$ cat src/rtl/mux2_pkt_arbiter_pkg.sv
// Shared state encodings and beat-counter sizing for mux2_pkt_arbiter.
package mux2_pkt_arbiter_pkg;

  typedef enum logic [1:0] {
    ST_IDLE  = 2'd0,
    ST_BUSY0 = 2'd1,
    ST_BUSY1 = 2'd2
  } state_e;

  // Counter must hold 0..max_beats; never narrower than one bit.
  function automatic int cnt_width(input int max_beats);
    int w;
    w = $clog2(max_beats + 1);
    return (w < 1) ? 1 : w;
  endfunction

endpackage

$ cat src/rtl/mux2_pkt_arbiter_mux2_bus.sv
// Parameterised WIDTH-bit 2:1 combinational select: y = s ? d1 : d0.
module mux2_bus #(
  parameter int WIDTH = 8
) (
  input  logic             s,
  input  logic [WIDTH-1:0] d0,
  input  logic [WIDTH-1:0] d1,
  output logic [WIDTH-1:0] y
);

  assign y = s ? d1 : d0;

endmodule

$ cat src/rtl/mux2_pkt_arbiter.sv
// Two-requester packet arbiter owning a shared 2:1 mux; grant held per packet.
// Build option MUX2ARB_FIXED_PRIO_EN: port 0 wins contention instead of round-robin.
//
// state    | meaning
// ST_IDLE  | no owner, nothing accepted, SEL holds its last value
// ST_BUSY0 | port 0 owns the mux until its LAST (or forced) beat is accepted
// ST_BUSY1 | port 1 owns the mux until its LAST (or forced) beat is accepted
module mux2_pkt_arbiter
  import mux2_pkt_arbiter_pkg::*;
#(
  parameter int WIDTH     = 8,
  parameter int MAX_BEATS = 16
) (
  input  logic             C,
  input  logic             R,
  input  logic [WIDTH-1:0] I0,
  input  logic [WIDTH-1:0] I1,
  input  logic             VALID0,
  input  logic             VALID1,
  input  logic             LAST0,
  input  logic             LAST1,
  output logic             READY0,
  output logic             READY1,
  output logic [WIDTH-1:0] O,
  output logic             O_VALID,
  output logic             O_LAST,
  input  logic             O_READY,
  output logic             SEL,
  output logic             BUSY,
  output logic             OVR
);

  localparam int            CW        = cnt_width(MAX_BEATS);
  localparam logic [CW-1:0] CNT_MAX   = CW'(MAX_BEATS);
  localparam logic [CW-1:0] CNT_FORCE = CW'(MAX_BEATS - 1);

  state_e        state, state_nxt;
  logic          sel_q, sel_nxt;
  logic [CW-1:0] cnt, cnt_nxt;
  logic          last_gnt, last_nxt;
  logic          ovr_q, ovr_nxt;

  logic          o_last_w;
  logic          own_valid, oth_valid;
  logic          accept, forced, rel;
  logic          handover, idle_pick;

  mux2_bus #(.WIDTH(WIDTH)) u_data_mux (.s(sel_q), .d0(I0), .d1(I1), .y(O));
  mux2_bus #(.WIDTH(1))     u_last_mux (.s(sel_q), .d0(LAST0), .d1(LAST1), .y(o_last_w));

  // sel_q always matches the owner while busy, so it also picks the owner's VALID.
  assign own_valid = sel_q ? VALID1 : VALID0;
  assign oth_valid = sel_q ? VALID0 : VALID1;
  assign accept    = BUSY && own_valid && O_READY;
  assign forced    = (MAX_BEATS != 0) && accept && !o_last_w && (cnt == CNT_FORCE);
  assign rel       = accept && (o_last_w || forced);

`ifdef MUX2ARB_FIXED_PRIO_EN
  assign handover  = sel_q ? VALID0 : (VALID1 && !VALID0);
  assign idle_pick = !VALID0;
`else
  assign handover  = oth_valid;
  assign idle_pick = (VALID0 && VALID1) ? !last_gnt : VALID1;
`endif

  always_comb begin
    state_nxt = state;
    sel_nxt   = sel_q;
    cnt_nxt   = cnt;
    last_nxt  = last_gnt;
    ovr_nxt   = 1'b0;
    case (state)
      ST_IDLE: begin
        if (VALID0 || VALID1) begin
          state_nxt = idle_pick ? ST_BUSY1 : ST_BUSY0;
          sel_nxt   = idle_pick;
          cnt_nxt   = '0;
        end
      end
      default: begin
        if (rel) begin
          last_nxt = sel_q;
          ovr_nxt  = forced;
          cnt_nxt  = '0;
          if (handover) begin
            state_nxt = sel_q ? ST_BUSY0 : ST_BUSY1;
            sel_nxt   = !sel_q;
          end else begin
            state_nxt = ST_IDLE;
          end
        end else if (accept && cnt != CNT_MAX) begin
          cnt_nxt = cnt + 1'b1;
        end
      end
    endcase
  end

  always_ff @(posedge C) begin
    if (R) begin
      state    <= ST_IDLE;
      sel_q    <= 1'b0;
      cnt      <= '0;
      last_gnt <= 1'b1;
      ovr_q    <= 1'b0;
    end else begin
      state    <= state_nxt;
      sel_q    <= sel_nxt;
      cnt      <= cnt_nxt;
      last_gnt <= last_nxt;
      ovr_q    <= ovr_nxt;
    end
  end

  assign BUSY    = (state != ST_IDLE);
  assign READY0  = (state == ST_BUSY0) && O_READY;
  assign READY1  = (state == ST_BUSY1) && O_READY;
  assign O_VALID = BUSY && own_valid;
  assign O_LAST  = o_last_w;
  assign SEL     = sel_q;
  assign OVR     = ovr_q;

endmodule

$ cat config.mk
export PLATFORM = sky130hd
export DESIGN_NAME = mux2_pkt_arbiter
export DESIGN_NICKNAME = d
export VERILOG_FILES = /design/src/rtl/mux2_pkt_arbiter_pkg.sv /design/src/rtl/mux2_pkt_arbiter_mux2_bus.sv /design/src/rtl/mux2_pkt_arbiter.sv
export SDC_FILE = /design/constraint.sdc
export NUM_CORES = 1
export LEC_CHECK = 0
export BUFFER_PORTS_ARGS = -buffer_cell sky130_fd_sc_hd__buf_4
export CAP_MARGIN = 20
export CORE_MARGIN = 2
export CORE_UTILIZATION = 39
export DETAILED_ROUTE_END_ITERATION = 8
export PLACE_DENSITY_LB_ADDON = 0.15
export SETUP_SLACK_MARGIN = 0.1
export SYNTH_ARGS = -nofsm -noshare
export SYNTH_HDL_FRONTEND = slang
export SYNTH_SLANG_ARGS = --single-unit
$ cat constraint.sdc
create_clock -name C -period 1.7 [get_ports C]
set_input_delay 0.085 -clock C [delete_from_list [all_inputs] [get_ports C]]
set_output_delay 0.085 -clock C [all_outputs]
set_load 0.01 [all_outputs]
# Yosys cells after proc, flatten, opt, wreduce, memory -nomap -nowiden
# Cells that the tools add are included.
[word_totals]
out_inout_bits = 15
regBits = 10
[classes]
n_mux = 19
addsub = 1
n_eq_ne = 5
bitwise = 2
reduce_logical = 24
[op_table]
columns = ["op", "count"]
rows = [
  ["5-bit two-way mux", 4],
  ["2-bit two-way mux", 6],
  ["1-bit logical AND", 9],
  ["1-bit two-way mux", 8],
  ["8-bit two-way mux", 1],
  ["2-bit AND reduction", 3],
  ["2-bit nonzero test", 3],
  ["5-bit by 1-bit adder with 5-bit output (second input constant)", 1],
  ["5-bit by 4-bit equality test with 1-bit output (second input constant)", 1],
  ["5-bit != test (second input constant)", 1],
  ["1-bit logical NOT", 3],
  ["3-bit AND reduction", 1],
  ["3-bit nonzero test", 1],
  ["3-bit OR reduction", 1],
  ["2-bit by 1-bit equality test with 1-bit output (second input constant)", 1],
  ["2-bit equality test (second input constant)", 1],
  ["2-bit logical NOT", 1],
  ["1-bit logical OR", 2],
  ["2-bit != test (second input constant)", 1],
  ["1-bit inverter", 2],
]

# Depth between registers and ports, before layout
# Gate-level depths: netlist of the first run.
[logic_depth]
depth_word = 9
ltp_mapped = 7
ltp_nobuf = 7

# By module
# Synthesis of the first run repeated with hierarchy kept, for this count alone.
[unflattened]
hier_cells = 84
hier_area_um2 = 785.8
[modules_own_cells]
columns = ["module", "seq_area_each_um2", "area_per_inst_um2", "instances", "cells_each"]
rows = [
  ["mux2_pkt_arbiter", 200.2, 639.4, 1, 74],
  ["mux2_bus at u_data_mux", 0.0, 131.4, 1, 9],
  ["mux2_bus at u_last_mux", 0.0, 15.0, 1, 1],
]

# Least setup slack after synthesis of the first run
# OpenSTA, ideal clock, no wires.
[synth_timing]
kind = "register to register"
startpoint = "register cnt[0]"
endpoint = "register cnt[4]"
t_arrival_ns = 1.694
path_buffers = 0
slack_ns = -0.080
stages_incl_launch_ff = 7
required_time_ns = 1.614
setup_ns = 0.086
cell_sequence = "dfxtp_1 > ha_1 > and3_1 > ha_1 > o211ai_4 > or3b_4 > a221oi_2"
[synth_via]
elab_chain_cells = 6
elab_cells_between_ends = 12
cone_classes = "add/sub: 1; eq/ne: 2; mux: 3; reduce/logical: 6"
[synth_lines]
columns = ["item", "line_no", "source"]
rows = [
  ["start, declared", "mux2_pkt_arbiter.sv:39", "logic [CW-1:0] cnt, cnt_nxt;"],
  ["start signal, assigned", "mux2_pkt_arbiter.sv:108", "cnt <= cnt_nxt;"],
  ["branches (longest 6 deep; another with 5-bit by 1-bit adder with 5-bit output)", "-", ""],
]
# Parallel ways; which one is timed is not known. The select of a mux whose other input is x is not followed.
# A chain may end at the register's enable or synchronous reset.

# Worst setup path in the final report of the first run
[layout_timing]
startpoint = "register cnt[1]"
endpoint = "register cnt[4]"
# The elaborated chain is that of the path after synthesis.

==> results.toml, run 1 <==
[status]
status = "finished clean"

[timing]
worstMarginPinSlew_ps = 263
layout_min_cycle_time_ps = 1670
final-hold-violation-count = 0
rsz0062_at_grt = "true"
finalWorstSetupSlack_ps = 25.2
fin_setup_tns_ps = 0
timing.fmax_mhz = 597
slew_viol_final = 0
fin_crit_sh_pct = 98.5
setup-violations-final = 0
clock_skew_ps = 2.36
maxSlewHeadroom_pct = 82.0

[clock_tree]
clock-sinks = 10
htree_levels = 1
cts_root_buf = "clkbuf_4"
cts_tree = "built"
cts.clk_slew.worst_paths_ps = 70
cts_buffer_depth = 2
clk_latency_ps = 270
cts_buffers = 3
cts_hold_buf = 0

[synth]
synth_cells = 83
ys_types = 31
syn_nets = 109
syn_avg_cell_area_um2 = 8.59
synth-seq-cells = 10
syn_area_um2 = 713
yosysWarnings = 0
yosysSeqAreaShare_pct = 28.1

[placement]
io_buffers = 37
placed_cell_area_mm2 = 0.00107
place_ws_ps = 35.4
dp_hpwl_um = 1680
place_congestion = 0.846

[worst_setup_path]
path_delay_family = "simple AND/OR/NAND/NOR gates"
cp.arrival_ps = 1870
critical_path_class = "register to register"
startpoint_type = "register"
cp_max_fo = 5
critPathSlowestCell = "or3b_4"
critPathBufInv = 0
cp_cell_sequence = "ha_4 -> and3_4 -> ha_4 -> o211ai_4 -> or3b_4 -> a221oi_2"
path_depth = 6
r2r_cells = 6
worstPathRequired_ps = 1890
end_kind = "register"
crit_top_cell = "ha_4"
slowest_delay_ps = 440

[route]
viasPerCell = 5.21
vias = 797
wl_per_cell_um = 14.1
drt_pass1_iterations = 4
drt-initial-drc-count = 25
drc_errors = 0
drt-total-wl_um = 2150
ant_nets = 0

[layout]
final_cell_mix = "buf_4, nor2_1, mux2_2"
syn2layout_area_growth_pct = 58.2
num_antenna_cells = 0
fin_area_mm2 = 0.00113
layout.nets = 155
drive_gt1_share_pct = 53.1
final_common_cell = "buf_4"

[die]
io-pin-count = 38
die_w_um = 46.8
core_mm2 = 0.00173
die_h_um = 46.8
start_util_pct = 41.3
num_rows = 15
die_area_mm2 = 0.00219

[power_and_ir_drop]
comb_power_share_pct = 57.8
peakVddDrop_uv = 723
switching_share_pct = 39.6
pwr-share-clk_pct = 16.5
p_int_uw = 809
seqPwrFrac_pct = 25.7
powerDensity_mw_per_mm2 = 1190
leakage_uw = 0.000472
power.total_uw = 1340
power_switching_uw = 531

[global_route]
track_usage_pct = 21.5
grt_max_degree = 14
grt_pass1_wl_um = 3310
grt-ovfl-total = 0
grt_pass1_vias = 777
antenna_found_initial = 0

[flow_run]
cap_viol_max_count = 0

[hold_path]
hold-path-cell-count = 2
hold_class = "primary input to register"
routing by layer:
metal	vias to the layer above	share of wire, %	global-route usage, %
met3	5	5.9	4.23
li1	387	-	-
met5	-	0	0
met1	373	41	23.9
met2	32	51	40.3
met4	0	1.3	7.22
final timing paths:
path | startpoint | end | slack (ps)
max | cnt[1]$_SDFFE_PP0P_ | cnt[4]$_SDFFE_PP0P_ | 30
min | R | state[0]$_SDFFE_PP0P_ | 20
min reg2reg | last_gnt$_SDFFE_PP1P_ | last_gnt$_SDFFE_PP1P_ | 480
max reg2reg | cnt[1]$_SDFFE_PP0P_ | cnt[4]$_SDFFE_PP0P_ | 30
logic make-up after synthesis:
logic type,share of synthesized area [%]
xor gates and xnor gates,1.23
muxes,18.8
adders and majority gates,5.26
AOI/OAI and AO/OA,17.2
and+or+nand+nor,23.7
buffers and inverters,5.79
DFF,28.1
layout make-up:
cell class                 count  area [µm²]
tap                           25        31.3
fill                         150         598
multi-input combinational     64         508
timing repair buffer          43         323
clock buffer                   4        36.3
inverter                       7        26.3
sequential                    10         204
power groups by stage:
stage          Sequential (µW)  Combinational [µW]  Clock (µW)
3_3_place_gp               342                 742           0
5_1_grt                    353                 849         238
4_1_cts                    341                 765         225
3_5_place_dp               346                 758           0
2_1_floorplan              329                 481           0
6_report                   344                 775         221
registers in the layout (all words and copies together) (netlist names):
signal / count
cnt: 5
state: 2
SEL: 1
OVR: 1
last_gnt: 1
through the flow:
stage          hold WS [ps]  utilization [%]  instances
2_1_floorplan           154                -         83
3_3_place_gp            299             61.8        148
3_5_place_dp            304             61.8        148
4_1_cts                16.8             64.3        153
5_1_grt                15.6             65.4        153
6_report               20.5             65.4        153
cell usage after synthesis (all sizes together):
| cell type | instances | area share [%] |
|---|---|---|
| a21boi | 1 | 1.1 |
| or3b | 1 | 1.6 |
| inv | 7 | 3.7 |
| dfxtp | 10 | 28 |
| a221oi | 1 | 2.1 |
| o211ai | 1 | 3.0 |
| nor4 | 1 | 0.88 |
| o31ai | 1 | 1.1 |
| mux2 | 9 | 14 |
| nand2 | 4 | 2.1 |
| ha | 3 | 5.3 |
| nor3 | 2 | 1.4 |
| a211o | 1 | 1.2 |
| or3 | 1 | 0.88 |
| and3b | 1 | 1.2 |
| nor4bb | 1 | 1.4 |
| nand3 | 6 | 4.2 |
| clkbuf | 1 | 0.53 |
| nand2b | 1 | 0.88 |
| nor3b | 1 | 1.1 |
| o21a | 1 | 1.1 |
| o21ai | 6 | 4.2 |
| nor2 | 10 | 5.3 |
| a21oi | 5 | 3.5 |
| and3 | 2 | 1.8 |
| xnor2 | 1 | 1.2 |
| mux2i | 2 | 4.6 |
| buf | 1 | 1.6 |
| nand3b | 1 | 1.1 |
timing repair:
action / 4_1_cts / 5_1_grt
pin swaps: 1 / 1
setup buffers: 1 / 0
endpoints found under the setup margin: 5 / 9
gates resized for setup: 0 / 4
No activity file was read; power rests on OpenSTA's default activity.
==> inputs of run 2 (changes only) <==
--- a/config.mk
+++ b/config.mk
@@ -5,10 +5,11 @@
 export SDC_FILE = /design/constraint.sdc
 export NUM_CORES = 1
 export LEC_CHECK = 0
+export ABC_AREA = 1
 export BUFFER_PORTS_ARGS = -buffer_cell sky130_fd_sc_hd__buf_4
 export CAP_MARGIN = 20
 export CORE_MARGIN = 2
-export CORE_UTILIZATION = 39
+export CORE_UTILIZATION = 41
 export DETAILED_ROUTE_END_ITERATION = 8
 export PLACE_DENSITY_LB_ADDON = 0.15
 export SETUP_SLACK_MARGIN = 0.1
==> results.toml, run 2 <==
[timing]
worstMarginPinSlew_ps = 340
final-hold-violation-count = 0
rsz0062_at_grt = "true"
maxSlewHeadroom_pct = 77.3
clock_skew_ps = 1.42
slew_viol_final = 0
timing.fmax_mhz = 626
hold-worst-slack_ps = 22.1
fin_setup_tns_ps = 0
fin_crit_sh_pct = 94.0
layout_min_cycle_time_ps = 1600
setup-violations-final = 0

[synth]
yosysSeqAreaShare_pct = 24.5
synth_cells = 125
yosysTopAreaCell = "dfxtp_1"
synth_common_cells = "nand2_1, inv_1, dfxtp_1"
yosysMostFrequentCell = "nand2_1"
synth-seq-cells = 10
yosys.area.top_type_share_pct = 24.5
syn_area_um2 = 818
syn_nets = 151
syn_avg_cell_area_um2 = 6.55
synth_edf_count = 0
yosysWarnings = 0
synth-main-ff-cell = "dfxtp_1"
async_flop_share_pct = 0
ys_types = 26
synthTopCellsByArea = "dfxtp_1, nand2_1, inv_1"

[die]
num_rows = 16
core_mm2 = 0.00192
io-pin-count = 38
start_util_pct = 42.6
die_w_um = 48.7
die_area_mm2 = 0.00237
die_h_um = 48.7

[worst_setup_path]
end_kind = "register"
crit_top_cell = "nand2_2"
slowest_delay_ps = 360
critPathBufInv = 0
startpoint_type = "register"
cp_cell_sequence = "ha_4 -> nand2_2 -> nor2_2 -> ha_2 -> nand3b_1 -> nand3_4 -> nand2_2 -> nor2_1 -> nand2_1 -> a21oi_2"
cp_max_fo = 7
critical_path_class = "register to register"
worstPathRequired_ps = 1900
critPathSlowestCell = "dfxtp_4"
cp.arrival_ps = 1800
path_delay_family = "simple AND/OR/NAND/NOR gates"

[layout]
final_cell_mix = "nand2_1, buf_4, inv_1"
largest_reg_flops = 5
num_antenna_cells = 0
syn2layout_area_growth_pct = 52.0
final_common_cell = "nand2_1"
drive_gt1_share_pct = 42.4
reg.largest.list = "cnt: 5 flops, state: 2 flops"
top_register = "cnt"
layout.nets = 197

[clock_tree]
cts_buffer_depth = 2
cts_hold_buf = 0
cts_root_buf = "clkbuf_4"
htree_levels = 1
cts_buffers = 3
cts_tree = "built"
cts.clk_slew.worst_paths_ps = 60
clk_latency_ps = 270
clock-sinks = 10

[route]
viasPerCell = 4.77
drt-total-wl_um = 2160
drt-initial-drc-count = 19
drt_pass1_iterations = 4
drc_errors = 0
vias = 939
ant_nets = 0
wl_per_cell_um = 11.0

[placement]
dp_hpwl_um = 1640
place_congestion = 0.779
io_buffers = 37

[hold_path]
hold_class = "primary input to register"

[power_and_ir_drop]
peakVddDrop_uv = 733
power.total_uw = 1670
powerDensity_mw_per_mm2 = 1350
leakage_uw = 0.000621

[global_route]
grt-ovfl-total = 0
antenna_found_initial = 0
track_usage_pct = 19.6
grt_pass1_wl_um = 3660
grt_pass1_vias = 913
grt_max_degree = 13

[status]
status = "finished clean"

[flow_run]
cap_viol_max_count = 0
-- run 2: timing repair --
action,in CTS,in global routing
pin swaps,1,8
setup buffers,2,2
endpoints found under the setup margin,7,8
resized for setup,4,10
-- run 2: final timing paths --
check,from,endpoint,slack (ps),depth (start not counted)
worst max-delay path,cnt[0]$_SDFFE_PP0P_,cnt[2]$_SDFFE_PP0P_,100,10
worst min-delay path,R,cnt[2]$_SDFFE_PP0P_,20,2
worst max register to register,cnt[0]$_SDFFE_PP0P_,cnt[2]$_SDFFE_PP0P_,100,10
worst min register to register,last_gnt$_SDFFE_PP1P_,last_gnt$_SDFFE_PP1P_,520,2
-- run 2: cell type report --
class	instances	area (µm²)
Fill cell	192	678
Timing Repair Buffer	43	323
Sequential cell	10	206
Multi-Input combinational cell	100	596
Tap cell	27	33.8
Clock buffer	4	36.3
Inverter	13	48.8
-- run 2: layer usage --
layer  routed length (µm)  GRT usage [%]
met1                  894           21.2
met2                 1140           34.7
met3                  127           7.10
met4                    0           7.62
met5                    0              0
-- run 2: cell families (layout without fill, tap and decap cells) --
logic type,count (synthesis),after routing,synth area share (%)
xor+xnor,1,1,1.07
fa+ha+maj,3,3,4.59
buf+inv,15,60,7.03
flops,10,10,24.5
compound gates,12,12,7.80
simple gates,84,84,55.0
-- run 2: stage by stage --
step	cell area, µm²	instances	utilization [%]	worst slack, ps
3_3_place_gp	1140	189	59.1	107
2_1_floorplan	818	125	-	192
6_report	1240	197	64.7	103
3_5_place_dp	1140	189	59.1	69.9
5_1_grt	1240	197	64.7	34.6
4_1_cts	1190	195	62.2	131
-- run 2: where the power goes --
group / internal [µW] / switching [µW]
clock: 130 / 82.9
combinational: 452 / 630
sequential: 301 / 77.6
total: 883 / 790
==> inputs of run 3 (changes only) <==
--- a/config.mk
+++ b/config.mk
@@ -6,7 +6,7 @@
 export NUM_CORES = 1
 export LEC_CHECK = 0
 export ABC_AREA = 1
-export BUFFER_PORTS_ARGS = -buffer_cell sky130_fd_sc_hd__buf_4
+export BUFFER_PORTS_ARGS = -buffer_cell sky130_fd_sc_hd__buf_2
 export CAP_MARGIN = 20
 export CORE_MARGIN = 2
 export CORE_UTILIZATION = 41
==> results.toml, run 3 (same netlist as run 2, synthesis figures left out) <==
[die]
core_mm2 = 0.00192
io-pin-count = 38
num_rows = 16
start_util_pct = 42.6
die_area_mm2 = 0.00237
die_h_um = 48.7
die_w_um = 48.7

[power_and_ir_drop]
switching_share_pct = 48.9
leakage_uw = 0.000587
power.total_uw = 1600
p_int_uw = 817
peakVddDrop_uv = 652
powerDensity_mw_per_mm2 = 1380
seqPwrFrac_pct = 23.6
comb_power_share_pct = 63.0
pwr-share-clk_pct = 13.4
power_switching_uw = 782

[timing]
rsz0062_at_grt = "true"
hold-worst-slack_ps = 63.1
final-hold-violation-count = 0
fin_crit_sh_pct = 91.0
layout_min_cycle_time_ps = 1550
timing.fmax_mhz = 646
fin_setup_tns_ps = 0
worstMarginPinSlew_ps = 371
setup-violations-final = 0
slew_viol_final = 0
finalWorstSetupSlack_ps = 153
clock_skew_ps = 10.5
maxSlewHeadroom_pct = 75.1

[placement]
placed_cell_area_mm2 = 0.00104
place_congestion = 0.844
place_ws_ps = 73.9
dp_hpwl_um = 1570
io_buffers = 37

[route]
drt-initial-drc-count = 10
viasPerCell = 4.67
drc_errors = 0
wl_per_cell_um = 10.4
drt_pass1_iterations = 4
vias = 910
ant_nets = 0
drt-total-wl_um = 2030

[clock_tree]
cts.clk_slew.worst_paths_ps = 70
cts_buffer_depth = 2
htree_levels = 1
clk_latency_ps = 270
clock-sinks = 10
cts_hold_buf = 0
cts_tree = "built"
cts_buffers = 3
cts_root_buf = "clkbuf_4"

[layout]
layout.nets = 195
largest_reg_flops = 5
final_cell_mix = "nand2_1, buf_2, inv_1"
final_common_cell = "nand2_1"
top_register = "cnt"
fin_area_mm2 = 0.00115
reg.largest.list = "cnt: 5 flops, state: 2 flops"
drive_gt1_share_pct = 42.9
syn2layout_area_growth_pct = 41.1
num_antenna_cells = 0

[hold_path]
hold-path-cell-count = 2
hp-start = "R"
hold_class = "primary input to register"
holdPathEnd = "cnt[2]$_SDFFE_PP0P_"

[worst_setup_path]
critical_path_class = "register to register"
crit_top_cell = "nand2_2"
cp_max_fo = 6
worstReg2RegStart = "cnt[1]$_SDFFE_PP0P_"
reg2reg_to = "last_gnt$_SDFFE_PP1P_"
cp_cell_sequence = "ha_4 -> nand2_2 -> nor2_2 -> ha_2 -> nand3b_1 -> nand3_4 -> buf_6 -> nand2_2 -> o211ai_1"
critPathSlowestCell = "dfxtp_4"
cp.arrival_ps = 1700
end_kind = "register"
r2r_cells = 9
worstPathRequired_ps = 1850
startpoint_type = "register"
r2r_slack_ps = 150
slowest_delay_ps = 370

[global_route]
grt_pass1_vias = 856
antenna_found_initial = 0
grt_pass1_wl_um = 3540
grt_max_degree = 13
track_usage_pct = 18.6
grt-ovfl-total = 0

[flow_run]
cap_viol_max_count = 0

[status]
status = "finished clean"
## run 3: changes by cell type in the layout (fill, tap and decap cells not counted)
cell	delta
a21oi_2	+1
buf_2	+37
a21oi_1	-1
o21ai_2	+1
dfxtp_2	-1
o21ai_1	-1
dfxtp_4	+1
nand2_4	+1
buf_6	+1
nand2_2	-1
buf_4	-40
## run 3: power groups by stage
| stage | Combinational [µW] | Clock (µW) | Sequential [µW] |
|---|---|---|---|
| 6_report | 1010 | 215 | 377 |
| 2_1_floorplan | 700 | 0 | 349 |
| 3_5_place_dp | 940 | 0 | 363 |
| 5_1_grt | 1140 | 229 | 390 |
| 3_3_place_gp | 927 | 0 | 363 |
| 4_1_cts | 951 | 220 | 360 |
## run 3: critical path: cells and delay by family (launching register included)
kind | cells | cell delay [ps]
AO/OA/AOI/OAI | 1 | 80
AND/OR/NAND/NOR | 5 | 480
buffers and inverters | 1 | 150
adder cells (fa/ha/maj) | 2 | 350
flip-flops | 1 | 370
## run 3: worst max path at each step
| stage | from | endpoint | slack [ps] | cells after the start |
|---|---|---|---|---|
| 2_1_floorplan | cnt[0]$_SDFFE_PP0P_ | SEL$_SDFFE_PP0P_ | 190 | 10 |
| 3_3_place_gp | cnt[0]$_SDFFE_PP0P_ | SEL$_SDFFE_PP0P_ | 100 | 10 |
| 3_5_place_dp | cnt[0]$_SDFFE_PP0P_ | SEL$_SDFFE_PP0P_ | 70 | 10 |
| 4_1_cts | cnt[1]$_SDFFE_PP0P_ | SEL$_SDFFE_PP0P_ | 110 | 10 |
| 5_1_grt | cnt[0]$_SDFFE_PP0P_ | SEL$_SDFFE_PP0P_ | 70 | 10 |
| 6_report | cnt[1]$_SDFFE_PP0P_ | last_gnt$_SDFFE_PP1P_ | 150 | 9 |
## run 3: layer usage
| layer | up-vias | part of all wire [%] | track usage, % |
|---|---|---|---|
| li1 | 485 | - | - |
| met1 | 401 | 44 | 21.5 |
| met2 | 21 | 51 | 32.4 |
| met3 | 3 | 4.8 | 6.17 |
| met4 | 0 | 0.49 | 5.71 |
| met5 | - | 0 | 0 |
## run 3: timing repair
| item | CTS | global route |
|---|---|---|
| resized for setup | 3 | 16 |
| pin swaps | 1 | 6 |
| setup endpoints to repair | 4 | 8 |
| cloned | 0 | 0 |
| setup buffers | 1 | 1 |
## run 3: stage by stage
stage / util [%] / instances
5_1_grt: 60.1 / 195
6_report: 60.1 / 195
3_3_place_gp: 54.3 / 189
2_1_floorplan: - / 125
3_5_place_dp: 54.3 / 189
4_1_cts: 56.9 / 194
## run 3: final cells by class
cell class / instances / area, µm²
clock buffer: 4 / 36.3
fill: 192 / 767
inverter: 13 / 48.8
multi-input combinational: 100 / 608
sequential: 10 / 209
tap: 27 / 33.8
timing repair buffer: 41 / 219
